## src/rtl/serial_port_pkg.sv

```systemverilog
// Shared definitions for the serial_port_slave_fifo Wishbone slave.
// Contents: register indices (adr_i[3:2]), STATUS/CTRL bit positions and the bus FSM states.
package serial_port_pkg;

  // Register indices decoded from adr_i[3:2]
  localparam logic [1:0] REG_DATA   = 2'd0;
  localparam logic [1:0] REG_STATUS = 2'd1;
  localparam logic [1:0] REG_CTRL   = 2'd2;

  // STATUS bit positions ([7:0] rx_count, [15:8] tx_free)
  localparam int unsigned ST_RX_EMPTY   = 16;
  localparam int unsigned ST_TX_FULL    = 17;
  localparam int unsigned ST_RX_OVERRUN = 18;

  // CTRL bit positions
  localparam int unsigned CTRL_BLOCK  = 0;
  localparam int unsigned CTRL_RX_IRQ = 1;
  localparam int unsigned CTRL_TX_IRQ = 2;

  typedef enum logic [1:0] {
    StIdle   = 2'd0,
    StWaitRd = 2'd1,
    StWaitWr = 2'd2
  } state_e;

endpackage

```

## src/rtl/serial_fifo.sv

```systemverilog
// Synchronous FIFO with 2**DEPTH_LOG2 usable entries (wrap-bit pointers).
// Ports:
//   clk_bus, rst_bus   clock, asynchronous active-low reset
//   push_i, wdata_i    write request (ignored when full)
//   pop_i, rdata_o     read request (ignored when empty), combinational head data
//   full_o, empty_o    status flags
//   count_o            occupancy, 0..2**DEPTH_LOG2
module serial_fifo #(
  parameter int unsigned DEPTH_LOG2 = 4,
  parameter int unsigned DATA_W     = 8
) (
  input  logic                clk_bus,
  input  logic                rst_bus,
  input  logic                push_i,
  input  logic [DATA_W-1:0]   wdata_i,
  input  logic                pop_i,
  output logic [DATA_W-1:0]   rdata_o,
  output logic                full_o,
  output logic                empty_o,
  output logic [DEPTH_LOG2:0] count_o
);

  localparam int unsigned Depth = 2 ** DEPTH_LOG2;
  localparam logic [DEPTH_LOG2:0] PtrOne = 1;

  logic [DATA_W-1:0]   mem_q [Depth];
  logic [DEPTH_LOG2:0] head_q, tail_q;
  logic                do_push, do_pop;

  assign empty_o = (head_q == tail_q);
  assign full_o  = (head_q[DEPTH_LOG2-1:0] == tail_q[DEPTH_LOG2-1:0]) &&
                   (head_q[DEPTH_LOG2] != tail_q[DEPTH_LOG2]);
  assign count_o = tail_q - head_q;
  assign rdata_o = mem_q[head_q[DEPTH_LOG2-1:0]];

  // Fullness/emptiness are pre-update values, so a pop never frees room for a push in the same cycle
  assign do_push = push_i & ~full_o;
  assign do_pop  = pop_i & ~empty_o;

  always_ff @(posedge clk_bus or negedge rst_bus) begin
    if (!rst_bus) begin
      head_q <= '0;
      tail_q <= '0;
      for (int i = 0; i < Depth; i++) begin
        mem_q[i] <= '0;
      end
    end else begin
      if (do_push) begin
        mem_q[tail_q[DEPTH_LOG2-1:0]] <= wdata_i;
        tail_q <= tail_q + PtrOne;
      end
      if (do_pop) begin
        head_q <= head_q + PtrOne;
      end
    end
  end

endmodule

```

## src/rtl/serial_port_slave_fifo.sv

```systemverilog
// Pipelined 32-bit Wishbone slave buffering traffic between the bus and a UART core.
// Optional feature macro: SERIAL_PORT_SLAVE_IRQ_EN (registered irq_o, CTRL[2:1] stored).
// Ports:
//   clk_bus, rst_bus              clock, asynchronous active-low reset
//   dat_i/dat_o/adr_i/cyc_i/stb_i/we_i/sel_i   Wishbone request/read data
//   ack_o/err_o/rty_o             registered one-cycle terminations
//   stall_o                       high while a blocking access is waiting
//   rx_data_i, rx_valid_i         characters from the UART core (no backpressure)
//   tx_data_o, tx_valid_o, tx_ready_i   characters to the UART core
//   irq_o                         interrupt request
module serial_port_slave_fifo
  import serial_port_pkg::*;
#(
  parameter int unsigned DEPTH_LOG2 = 4,
  parameter int unsigned DATA_W     = 8,
  parameter int unsigned TIMEOUT    = 0
) (
  input  logic              clk_bus,
  input  logic              rst_bus,
  input  logic [31:0]       dat_i,
  output logic [31:0]       dat_o,
  input  logic [31:0]       adr_i,
  input  logic              cyc_i,
  input  logic              stb_i,
  input  logic              we_i,
  input  logic [3:0]        sel_i,
  output logic              ack_o,
  output logic              err_o,
  output logic              rty_o,
  output logic              stall_o,
  input  logic [DATA_W-1:0] rx_data_i,
  input  logic              rx_valid_i,
  output logic [DATA_W-1:0] tx_data_o,
  output logic              tx_valid_o,
  input  logic              tx_ready_i,
  output logic              irq_o
);

  localparam int unsigned Depth = 2 ** DEPTH_LOG2;

  logic                rx_pop, rx_full, rx_empty;
  logic [DATA_W-1:0]   rx_rdata;
  logic [DEPTH_LOG2:0] rx_count;
  logic                tx_push, tx_pop, tx_full, tx_empty;
  logic [DATA_W-1:0]   tx_wdata;
  logic [DEPTH_LOG2:0] tx_count;

  state_e            state_q, state_d;
  logic              ack_q, ack_d, err_q, err_d, rty_q, rty_d;
  logic [31:0]       dat_q, dat_d;
  logic [DATA_W-1:0] wr_data_q, wr_data_d;
  logic [2:0]        ctrl_q, ctrl_d;
  logic              ovr_q, ovr_set, ovr_clr;
  logic [31:0]       wait_cnt_q, wait_cnt_d;
  logic              req, timeout_hit;
  logic [31:0]       status;
  logic              unused_sig;

  serial_fifo #(
    .DEPTH_LOG2(DEPTH_LOG2),
    .DATA_W    (DATA_W)
  ) u_rx_fifo (
    .clk_bus(clk_bus),
    .rst_bus(rst_bus),
    .push_i (rx_valid_i),
    .wdata_i(rx_data_i),
    .pop_i  (rx_pop),
    .rdata_o(rx_rdata),
    .full_o (rx_full),
    .empty_o(rx_empty),
    .count_o(rx_count)
  );

  serial_fifo #(
    .DEPTH_LOG2(DEPTH_LOG2),
    .DATA_W    (DATA_W)
  ) u_tx_fifo (
    .clk_bus(clk_bus),
    .rst_bus(rst_bus),
    .push_i (tx_push),
    .wdata_i(tx_wdata),
    .pop_i  (tx_pop),
    .rdata_o(tx_data_o),
    .full_o (tx_full),
    .empty_o(tx_empty),
    .count_o(tx_count)
  );

  assign tx_valid_o = ~tx_empty;
  assign tx_pop     = tx_valid_o & tx_ready_i;

  assign stall_o = (state_q != StIdle);
  assign req     = cyc_i & stb_i & ~stall_o;
  assign ack_o   = ack_q;
  assign err_o   = err_q;
  assign rty_o   = rty_q;
  assign dat_o   = dat_q;

  assign timeout_hit = (TIMEOUT != 0) && (wait_cnt_q == TIMEOUT - 1);
  assign ovr_set     = rx_valid_i & rx_full;

  always_comb begin
    status                = '0;
    status[7:0]           = 8'(rx_count);
    status[15:8]          = 8'(Depth) - 8'(tx_count);
    status[ST_RX_EMPTY]   = rx_empty;
    status[ST_TX_FULL]    = tx_full;
    status[ST_RX_OVERRUN] = ovr_q;
  end

  always_comb begin
    state_d    = state_q;
    ack_d      = 1'b0;
    err_d      = 1'b0;
    rty_d      = 1'b0;
    dat_d      = '0;
    wr_data_d  = wr_data_q;
    ctrl_d     = ctrl_q;
    ovr_clr    = 1'b0;
    wait_cnt_d = '0;
    rx_pop     = 1'b0;
    tx_push    = 1'b0;
    tx_wdata   = dat_i[DATA_W-1:0];
    unique case (state_q)
      StIdle: begin
        if (req) begin
          unique case (adr_i[3:2])
            REG_DATA: begin
              if (!we_i) begin
                if (!rx_empty) begin
                  rx_pop = 1'b1;
                  ack_d  = 1'b1;
                  dat_d  = 32'(rx_rdata);
                end else if (ctrl_q[CTRL_BLOCK]) begin
                  state_d = StWaitRd;
                end else begin
                  rty_d = 1'b1;
                end
              end else if (!sel_i[0]) begin
                ack_d = 1'b1;
              end else if (!tx_full) begin
                tx_push = 1'b1;
                ack_d   = 1'b1;
              end else if (ctrl_q[CTRL_BLOCK]) begin
                state_d   = StWaitWr;
                wr_data_d = dat_i[DATA_W-1:0];
              end else begin
                rty_d = 1'b1;
              end
            end
            REG_STATUS: begin
              if (we_i) begin
                err_d = 1'b1;
              end else begin
                ack_d   = 1'b1;
                dat_d   = status;
                ovr_clr = 1'b1;
              end
            end
            REG_CTRL: begin
              ack_d = 1'b1;
              if (we_i) begin
                ctrl_d[CTRL_BLOCK] = dat_i[CTRL_BLOCK];
`ifdef SERIAL_PORT_SLAVE_IRQ_EN
                ctrl_d[CTRL_RX_IRQ] = dat_i[CTRL_RX_IRQ];
                ctrl_d[CTRL_TX_IRQ] = dat_i[CTRL_TX_IRQ];
`endif
              end else begin
                dat_d = 32'(ctrl_q);
              end
            end
            default: err_d = 1'b1;
          endcase
        end
      end
      StWaitRd: begin
        if (!cyc_i) begin
          state_d = StIdle;
        end else if (!rx_empty) begin
          rx_pop  = 1'b1;
          ack_d   = 1'b1;
          dat_d   = 32'(rx_rdata);
          state_d = StIdle;
        end else if (timeout_hit) begin
          err_d   = 1'b1;
          state_d = StIdle;
        end else begin
          wait_cnt_d = wait_cnt_q + 32'd1;
        end
      end
      StWaitWr: begin
        tx_wdata = wr_data_q;
        if (!cyc_i) begin
          state_d = StIdle;
        end else if (!tx_full) begin
          tx_push = 1'b1;
          ack_d   = 1'b1;
          state_d = StIdle;
        end else if (timeout_hit) begin
          err_d   = 1'b1;
          state_d = StIdle;
        end else begin
          wait_cnt_d = wait_cnt_q + 32'd1;
        end
      end
      default: state_d = StIdle;
    endcase
  end

  always_ff @(posedge clk_bus or negedge rst_bus) begin
    if (!rst_bus) begin
      state_q    <= StIdle;
      ack_q      <= 1'b0;
      err_q      <= 1'b0;
      rty_q      <= 1'b0;
      dat_q      <= '0;
      wr_data_q  <= '0;
      ctrl_q     <= '0;
      ovr_q      <= 1'b0;
      wait_cnt_q <= '0;
    end else begin
      state_q    <= state_d;
      ack_q      <= ack_d;
      err_q      <= err_d;
      rty_q      <= rty_d;
      dat_q      <= dat_d;
      wr_data_q  <= wr_data_d;
      ctrl_q     <= ctrl_d;
      // A new overrun wins over the clear so the event is never lost
      ovr_q      <= ovr_set | (ovr_q & ~ovr_clr);
      wait_cnt_q <= wait_cnt_d;
    end
  end

`ifdef SERIAL_PORT_SLAVE_IRQ_EN
  logic irq_q;
  always_ff @(posedge clk_bus or negedge rst_bus) begin
    if (!rst_bus) begin
      irq_q <= 1'b0;
    end else begin
      irq_q <= (ctrl_q[CTRL_RX_IRQ] & ~rx_empty) | (ctrl_q[CTRL_TX_IRQ] & tx_empty) | ovr_q;
    end
  end
  assign irq_o = irq_q;
`else
  assign irq_o = 1'b0;
`endif

  assign unused_sig = ^{adr_i[31:4], adr_i[1:0], dat_i[31:DATA_W], sel_i[3:1]};

endmodule

```

## config.mk

```make
export PLATFORM = sky130hd
export DESIGN_NAME = serial_port_slave_fifo
export DESIGN_NICKNAME = d
export VERILOG_FILES = /design/src/rtl/serial_port_pkg.sv /design/src/rtl/serial_fifo.sv /design/src/rtl/serial_port_slave_fifo.sv
export SDC_FILE = /design/constraint.sdc
export NUM_CORES = 1
export LEC_CHECK = 0
export BUFFER_PORTS_ARGS = -buffer_cell sky130_fd_sc_hd__buf_2
export CAP_MARGIN = 10
export CORE_AREA = 10 10 184 186
export CTS_BUF_LIST = sky130_fd_sc_hd__clkbuf_4
export DETAILED_ROUTE_END_ITERATION = 7
export DIE_AREA = 0 0 194 196
export PLACE_DENSITY = 0.7
export SLEW_MARGIN = 20
export SYNTH_ARGS = -nofsm -noshare
export SYNTH_HDL_FRONTEND = slang
export SYNTH_HIERARCHICAL = 1
export SYNTH_SLANG_ARGS = --single-unit
```

## constraint.sdc

```tcl
create_clock -name clk_bus -period 7.8 [get_ports clk_bus]
set_input_delay 0 -clock clk_bus [delete_from_list [all_inputs] [get_ports clk_bus]]
set_output_delay 0 -clock clk_bus [all_outputs]
set_load 0.01 [all_outputs]
```

==> results.toml, run 1 <==
[sta]
fmax_mhz = 251
rsz0062_at_grt = "no"
timing.setup.tns_ps = 0
slew-limit-headroom_pct = 33.8
worst_slew_pin_slew_ps = 994
timing_max_transition_violations_final = 0
final_min_period_ps = 3990
layout_worst_path_cycle_share_pct = 51.1
fin_skew_ps = 53.1
hold_viol = 0
setup_viol = 0
setup_ws_ps = 3810

[worst_setup_path]
critPathMaxStageDelay_ps = 710
critPathRequiredTime_ps = 8340
cp.arrival_ps = 4530
end_kind = "flip-flop"
crit_slowest_cell = "sky130_fd_sc_hd__nor4_4"
startpoint_type = "flip-flop"
worstPathCellList = "inv_1 > ha_1 > nand4_1 > nor2_1 > nand2_1 > nor4_4 > mux2_2 > dlygate4sd3_1"
worst-setup-path-type = "flip-flop to flip-flop"
timing.critical_path.fanout_max = 11

[placed_design]
dpl.hpwl_um = 20000
io_buffer_count = 57
dp_worst_setup_slack_ps = 3930
gp_routability_congestion = 0.810
placed_cells_incl_taps = 1418

[global_route]
grt_antenna_before_repair = 1
track_usage_pct = 16.8
grt_first_pass_wirelength_um = 52100
grt_max_degree = 186
number_of_global_route_vias_before_repair = 9623
gr-total-overflow = 0

[synthesis]
synth.yosys.warnings = 6
postSynthAreaPerCell_um2 = 14.7
post-synth-top-area-cell = "sky130_fd_sc_hd__dfrtp_1"
synth-edff-count = 0
post_synthesis_instance_area_um2 = 14900
yosys_most_used_dff = "sky130_fd_sc_hd__dfrtp_1"
synth-seq-cells = 308
synthesis.instances = 1013
number_of_library_cell_types_mapped_by_synthesis = 63
asyncSetResetFlopFracSynth_pct = 100
synth.yosys.seq_area_share_pct = 51.7
synth.top_cell.area_share_pct = 51.7
synthTopCellsByArea = "sky130_fd_sc_hd__dfrtp_1 (52%), sky130_fd_sc_hd__mux2_2 (17%), sky130_fd_sc_hd__mux4_2 (7.2%), sky130_fd_sc_hd__mux2i_1 (3.2%), sky130_fd_sc_hd__mux2_4 (3.2%)"

[clock_network]
tritoncts.num_buffers = 79
tritoncts = "done"
worst_skew_pair.late_latency_ps = 720
htreeDepth = 3
clock-root-buffer = "sky130_fd_sc_hd__clkbuf_4"
worst_setup_hold_path_clk_slew_ps = 70
cts_setup_buffers = 0
cts_repair_resize_count = 0
clock_tree_buffer_depth = 3
clock_sink_count = 308

[floorplanning]
die_width_um = 194
floorplan.initialDensity_pct = 49.3
ioPinCount = 129
core_region_area_um2 = 30300
rows = 64
floorplan.die_area_um2 = 38000
die_h_um = 196

[pwr]
total_power_per_unit_cell_area_nw_per_um2 = 325
p_leak_nw = 8.03
power.ir.vdd_worst_v = 0.000151

[finish]
layout-area-overhead-vs-synth_pct = 12.9
share_of_cells_above_drive_strength_1_pct = 45.5
finish.net_count = 1251
instances_no_fill = 1590

[route]
detail_route.drc_violations = 0
dr_total_vias = 8895
postRouteWirelength_um = 31800
wl_per_cell_um = 20.0
vias_per_cell = 5.59
detailedRoute.firstPassIterationCount = 6
route.antenna.remaining_nets = 0
detailedRoute.firstIterationViolations = 463

[flow_run]
max-cap-violations = 0

[worst_hold_path]
worstHoldPathType = "primary input to flip-flop"

[status]
status = "finished clean"
## path summary, 6_finish.rpt
check | slack [ps] | end | cells after the start | from
max in group asynchronous | 5890 | u_tx_fifo/head_q[0] | 4 | rst_bus
worst max register to register | 3810 | wr_data_q[5] | 8 | u_tx_fifo/head_q[3]
worst min register to register | 490 | u_tx_fifo/mem_q[53] | 1 | u_tx_fifo/mem_q[53]
worst min-delay path | 140 | ctrl_q[0] | 3 | dat_i[0]
min in group asynchronous | 490 | u_rx_fifo/mem_q[54] | 3 | rst_bus
worst max-delay path | 3810 | wr_data_q[5] | 8 | u_tx_fifo/head_q[3]
## kinds of logic after synthesis
logic type	Yosys count	share of synthesized area (%)
AOI/OAI and AO/OA	84	4.23
xor gates and xnor gates	27	1.76
adders and majority gates	21	1.86
buffers and inverters	91	3.18
DFF	308	51.7
muxes	370	31.9
other	1	0.0251
and+or+nand+nor	111	5.35
## critical path, delay by kind of cell (launching register included)
kind | cells | cell delay, ps
fa+ha+maj | 1 | 430
buf+inv | 2 | 880
flops | 1 | 610
mux | 1 | 410
simple gates | 4 | 1480
## Yosys cell counts (7+ instances only)
cell,count
sky130_fd_sc_hd__dfrtp_1,308
sky130_fd_sc_hd__mux2_2,231
sky130_fd_sc_hd__mux2i_1,48
sky130_fd_sc_hd__mux4_2,48
sky130_fd_sc_hd__mux2_4,32
sky130_fd_sc_hd__o21ai_0,29
sky130_fd_sc_hd__clkbuf_1,28
sky130_fd_sc_hd__inv_1,21
sky130_fd_sc_hd__buf_4,19
sky130_fd_sc_hd__ha_1,19
sky130_fd_sc_hd__xnor2_1,18
sky130_fd_sc_hd__nand2_1,16
sky130_fd_sc_hd__nor2_1,14
sky130_fd_sc_hd__buf_2,13
sky130_fd_sc_hd__nand2_2,13
sky130_fd_sc_hd__mux2_1,11
sky130_fd_sc_hd__a221oi_1,8
sky130_fd_sc_hd__a22oi_1,8
sky130_fd_sc_hd__a32oi_1,8
sky130_fd_sc_hd__and2_1,8
sky130_fd_sc_hd__nand3_1,8
sky130_fd_sc_hd__nor2_4,7
sky130_fd_sc_hd__xor2_1,7
## per-layer routing
metal	track usage (%)	up-vias	routed length, um
met5	0	-	0
met4	5.13	0	454
met3	3.96	43	1840
met2	26.2	191	14900
met1	22.7	4643	14600
li1	-	4018	-
## where the power goes
| group | switching (mW) | internal, mW | leakage [nW] |
|---|---|---|---|
| sequential | 0.265 | 1.99 | 4.06 |
| clock | 0.642 | 0.678 | 0.555 |
| combinational | 0.924 | 0.978 | 3.42 |
| total | 1.83 | 3.64 | 8.03 |
## area by class of cell
cell class              instances  area (um2)
diodes                          2        5.00
clock buffers                 109         818
clock inverters                17         120
multi-input cells             627        6790
flip-flops and latches        308        7710
fillers                      2504       13400
well taps                     396         495
repair buffers                109         826
inverters                      22        82.6
## timing repair
action	4_1_cts	5_1_grt
hold buffers	44	0
endpoints found under the setup margin	0	0
endpoints found under the hold margin	390	0
## registers in the layout, summed over array words and instances, names as in the netlist
register          count
u_rx_fifo/mem_q     128
u_tx_fifo/mem_q     128
dat_o                17
wr_data_q             8
u_rx_fifo/head_q      5
u_rx_fifo/tail_q      5
u_tx_fifo/head_q      5
u_tx_fifo/tail_q      5
state_q               2
ack_o                 1
ctrl_q                1
err_o                 1
ovr_q                 1
rty_o                 1
## cells in the final DEF, fill, tap and decap left out, types with 7 or more instances in the layout
master,instances
sky130_fd_sc_hd__clkinv_1,9
sky130_fd_sc_hd__o21ai_0,29
sky130_fd_sc_hd__mux2i_1,48
sky130_fd_sc_hd__mux2_4,32
sky130_fd_sc_hd__buf_2,56
sky130_fd_sc_hd__nand2_1,16
sky130_fd_sc_hd__dlygate4sd3_1,43
sky130_fd_sc_hd__mux2_2,231
sky130_fd_sc_hd__a221oi_1,8
sky130_fd_sc_hd__and2_1,8
sky130_fd_sc_hd__xnor2_1,18
sky130_fd_sc_hd__nor2_4,7
sky130_fd_sc_hd__inv_1,21
sky130_fd_sc_hd__nand3_1,8
sky130_fd_sc_hd__nand2_2,13
sky130_fd_sc_hd__nor2_1,14
sky130_fd_sc_hd__ha_1,19
sky130_fd_sc_hd__conb_1,14
sky130_fd_sc_hd__a32oi_1,8
sky130_fd_sc_hd__dfrtp_1,305
sky130_fd_sc_hd__clkbuf_4,109
sky130_fd_sc_hd__mux4_2,48
sky130_fd_sc_hd__xor2_1,7
sky130_fd_sc_hd__buf_4,7
sky130_fd_sc_hd__mux2_1,11
sky130_fd_sc_hd__a22oi_1,8
## stage by stage
stage / power (mW) / utilization (%) / hold slack [ps] / area [um2]
2_1_floorplan: 3.69 / - / -296 / 15000
3_3_place_gp: 4.11 / 51.0 / 168 / 15400
3_5_place_dp: 4.17 / 51.0 / 173 / 15400
4_1_cts: 5.54 / 55.7 / 63.8 / 16800
5_1_grt: 5.83 / 55.7 / 89.9 / 16900
6_report: 5.47 / 55.7 / 138 / 16900
Power figures use the tool's default switching activity.
==> run 2: changes to the inputs <==
--- a/config.mk
+++ b/config.mk
@@ -5,13 +5,14 @@
 export SDC_FILE = /design/constraint.sdc
 export NUM_CORES = 1
 export LEC_CHECK = 0
+export ABC_AREA = 1
 export BUFFER_PORTS_ARGS = -buffer_cell sky130_fd_sc_hd__buf_2
 export CAP_MARGIN = 10
-export CORE_AREA = 10 10 184 186
+export CORE_AREA = 10 10 199 201
 export CTS_BUF_LIST = sky130_fd_sc_hd__clkbuf_4
 export DETAILED_ROUTE_END_ITERATION = 7
-export DIE_AREA = 0 0 194 196
-export PLACE_DENSITY = 0.7
+export DIE_AREA = 0 0 209 211
+export PLACE_DENSITY = 0.72
 export SLEW_MARGIN = 20
 export SYNTH_ARGS = -nofsm -noshare
 export SYNTH_HDL_FRONTEND = slang
==> constraint.sdc (replaced) <==
create_clock -name clk_bus -period 3.3 [get_ports clk_bus]
set_input_delay 0 -clock clk_bus [delete_from_list [all_inputs] [get_ports clk_bus]]
set_output_delay 0 -clock clk_bus [all_outputs]
set_load 0.01 [all_outputs]
==> results.toml, run 2 <==
[route]
wl_per_cell_um = 16.2
vias_per_cell = 5.39
postRouteWirelength_um = 49100
route.antenna.remaining_nets = 0
detailedRoute.firstPassIterationCount = 5
detailedRoute.firstIterationViolations = 1480
dr_total_vias = 16300
detail_route.drc_violations = 0

[worst_setup_path]
critical_path_buf_inv_count = 5
worstPathCellList = "clkinv_1 > ha_1 > nand2_1 > nor2_2 > nand2_4 > inv_1 > inv_1 > nand2_1 > o31ai_4 > buf_4 > buf_4 > nand3_2 > nand2_1 > nand2_1"
startpoint_type = "flip-flop"
critPathMostFrequentCell = "sky130_fd_sc_hd__nand2_1"
timing.critical_path.fanout_max = 25
critPathMaxStageDelay_ps = 460
cpLargestDelayFamily = "buffers and inverters"
critPathRequiredTime_ps = 3920
end_kind = "flip-flop"
worst-setup-path-type = "flip-flop to flip-flop"
cp.arrival_ps = 3700
crit_slowest_cell = "sky130_fd_sc_hd__ha_1"
setup.reg_to_reg.worst_slack_ps = 220

[synthesis]
synthTopCellsByArea = "sky130_fd_sc_hd__dfrtp_1 (44%), sky130_fd_sc_hd__nand2_1 (21%), sky130_fd_sc_hd__nand4_1 (9.3%), sky130_fd_sc_hd__inv_1 (6.5%), sky130_fd_sc_hd__nand3_1 (5.4%)"
synth.yosys.seq_area_share_pct = 43.8
post_synthesis_instance_area_um2 = 17600
post-synth-top-area-cell = "sky130_fd_sc_hd__dfrtp_1"
synth-seq-cells = 308
yosys_most_used_dff = "sky130_fd_sc_hd__dfrtp_1"
postSynthAreaPerCell_um2 = 7.28
synth-edff-count = 0
synth.yosys.warnings = 6
synthesis.instances = 2413
asyncSetResetFlopFracSynth_pct = 100
most_common_cell_in_the_netlist = "sky130_fd_sc_hd__nand2_1"
netlist_top_cells_count = "sky130_fd_sc_hd__nand2_1 (993), sky130_fd_sc_hd__dfrtp_1 (308), sky130_fd_sc_hd__inv_1 (303)"
synth.top_cell.area_share_pct = 43.8
number_of_library_cell_types_mapped_by_synthesis = 32

[finish]
layout.cells.most_common = "sky130_fd_sc_hd__nand2_1"
post-route-cell-area_um2 = 19600
register_area_um2 = 7710
final.fill_count = 3349
layout-area-overhead-vs-synth_pct = 11.6
share_of_cells_above_drive_strength_1_pct = 13.1
combined_area_of_the_multi_input_logic_cells_um2 = 7830
most-common-layout-cells = "sky130_fd_sc_hd__nand2_1 (991), sky130_fd_sc_hd__dfrtp_1 (306), sky130_fd_sc_hd__inv_1 (301), sky130_fd_sc_hd__nand4_1 (260), sky130_fd_sc_hd__nand3_1 (188)"
finish.net_count = 2602

[placed_design]
gp_routability_congestion = 0.911
dpl-instance-area_um2 = 18000
io_buffer_count = 57
dpl.hpwl_um = 30800

[global_route]
number_of_global_route_vias_before_repair = 16100
grt_max_degree = 146
gr-total-overflow = 0
grt_antenna_before_repair = 2
track_usage_pct = 22.1
grt_first_pass_wirelength_um = 81100

[clock_network]
worst_skew_pair.late_latency_ps = 760
tritoncts = "done"
htreeDepth = 3
worst_setup_hold_path_clk_slew_ps = 60
clock_tree_buffer_depth = 3
tritoncts.num_buffers = 86
clock-root-buffer = "sky130_fd_sc_hd__clkbuf_4"
clock_sink_count = 308
cts_setup_buffers = 0

[sta]
worst_slew_pin_slew_ps = 918
timing.setup.tns_ps = 0
hold_viol = 0
fmax_mhz = 325
layout_worst_path_cycle_share_pct = 93.3
rsz0062_at_grt = "no"
fin_skew_ps = 31.8
final_min_period_ps = 3080
timing_max_transition_violations_final = 0
slew-limit-headroom_pct = 38.8
setup_viol = 0

[pwr]
power.ir.vdd_worst_v = 0.000498
p_leak_nw = 10.7
power.total_mw = 15.4
total_power_per_unit_cell_area_nw_per_um2 = 787

[floorplanning]
ioPinCount = 129
floorplan.die_area_um2 = 44100
core_region_area_um2 = 35400
floorplan.initialDensity_pct = 49.7
die_width_um = 209
rows = 69
die_h_um = 211

[worst_hold_path]
worstHoldPathType = "primary input to flip-flop"

[flow_run]
max-cap-violations = 0

[status]
status = "finished clean"
## run 2: cell count changes after synthesis, moves of 31 or more
cell,change
sky130_fd_sc_hd__mux2_2,-231
sky130_fd_sc_hd__nand2_1,+977
sky130_fd_sc_hd__mux2i_1,-48
sky130_fd_sc_hd__nor2_2,+31
sky130_fd_sc_hd__mux4_2,-48
sky130_fd_sc_hd__nand3_1,+180
sky130_fd_sc_hd__nand4_1,+254
sky130_fd_sc_hd__inv_1,+282
sky130_fd_sc_hd__mux2_4,-32
sky130_fd_sc_hd__buf_1,+37
## run 2: path summary, 6_finish.rpt
check                               startpoint  depth (start not counted)              endpoint
max                        u_tx_fifo/head_q[2]                         14   u_tx_fifo/mem_q[54]
min                                   dat_i[0]                          4             ctrl_q[0]
max reg2reg                u_tx_fifo/head_q[2]                         14   u_tx_fifo/mem_q[54]
min reg2reg                u_tx_fifo/mem_q[14]                          2   u_tx_fifo/mem_q[14]
max in group asynchronous              rst_bus                          4  u_rx_fifo/mem_q[105]
min in group asynchronous              rst_bus                          3   u_tx_fifo/mem_q[55]
## run 2: logic make-up (layout without fill, tap and decap cells)
| group | after synthesis | count (layout) | synth area share [%] |
|---|---|---|---|
| buf+inv | 474 | 609 | 12.0 |
| fa+ha+maj | 21 | 21 | 1.58 |
| other cells | 1 | 15 | 0.0213 |
| simple gates | 1537 | 1537 | 39.7 |
| flops | 308 | 308 | 43.8 |
| compound gates | 46 | 46 | 1.54 |
| xor+xnor | 26 | 26 | 1.30 |
## run 2: worst register-to-register path, delay by kind of cell (launching register included)
| family | cells | cell delay (ps) |
|---|---|---|
| buffers and inverters | 5 | 1070 |
| DFF | 1 | 340 |
| and+or+nand+nor | 7 | 840 |
| AOI/OAI and AO/OA | 1 | 220 |
| adders and majority gates | 1 | 460 |
## run 2: report_power, final
| group | internal [mW] | switching [mW] | total, mW | leakage (nW) |
|---|---|---|---|---|
| clock network | 2.00 | 1.61 | 3.61 | 0.681 |
| logic | 2.07 | 4.55 | 6.62 | 5.87 |
| registers | 4.67 | 0.527 | 5.20 | 4.12 |
## run 2: cell type report
class                   instances  share of cell area [%]
repair buffers                145                    6.07
inverters                     313                    5.99
well taps                     461                    2.94
clock buffers                 135                    5.17
clock inverters                16                   0.593
flip-flops and latches        308                    39.3
multi-input cells            1644                    39.9
diodes                          1                  0.0128
## run 2: per-layer routing
| layer | track usage, % | wire length, um | up-vias | part of all wire, % |
|---|---|---|---|---|
| li1 | - | - | 7877 | - |
| met1 | 27.7 | 20300 | 7700 | 41 |
| met2 | 36.7 | 23700 | 606 | 48 |
| met3 | 4.07 | 3480 | 106 | 7.1 |
| met4 | 10.0 | 1600 | 0 | 3.3 |
| met5 | 0 | 0 | - | 0 |
## run 2: what timing repair did
action / CTS / global route
resized for setup: 0 / 1
endpoints found under the setup margin: 0 / 1
hold endpoints to repair: 477 / 0
hold buffers: 42 / 0
## run 2: stage by stage
stage | setup WS, ps | cells | util [%] | hold slack [ps]
after CTS | 152 | 3022 | 55.4 | 125
after detailed placement | 346 | 2829 | 51.0 | 217
after global routing | 83.3 | 3023 | 55.4 | 220
after global placement | 393 | 2829 | 51.0 | 217
after floorplan | 136 | 2426 | - | -296
final | 221 | 3023 | 55.4 | 192
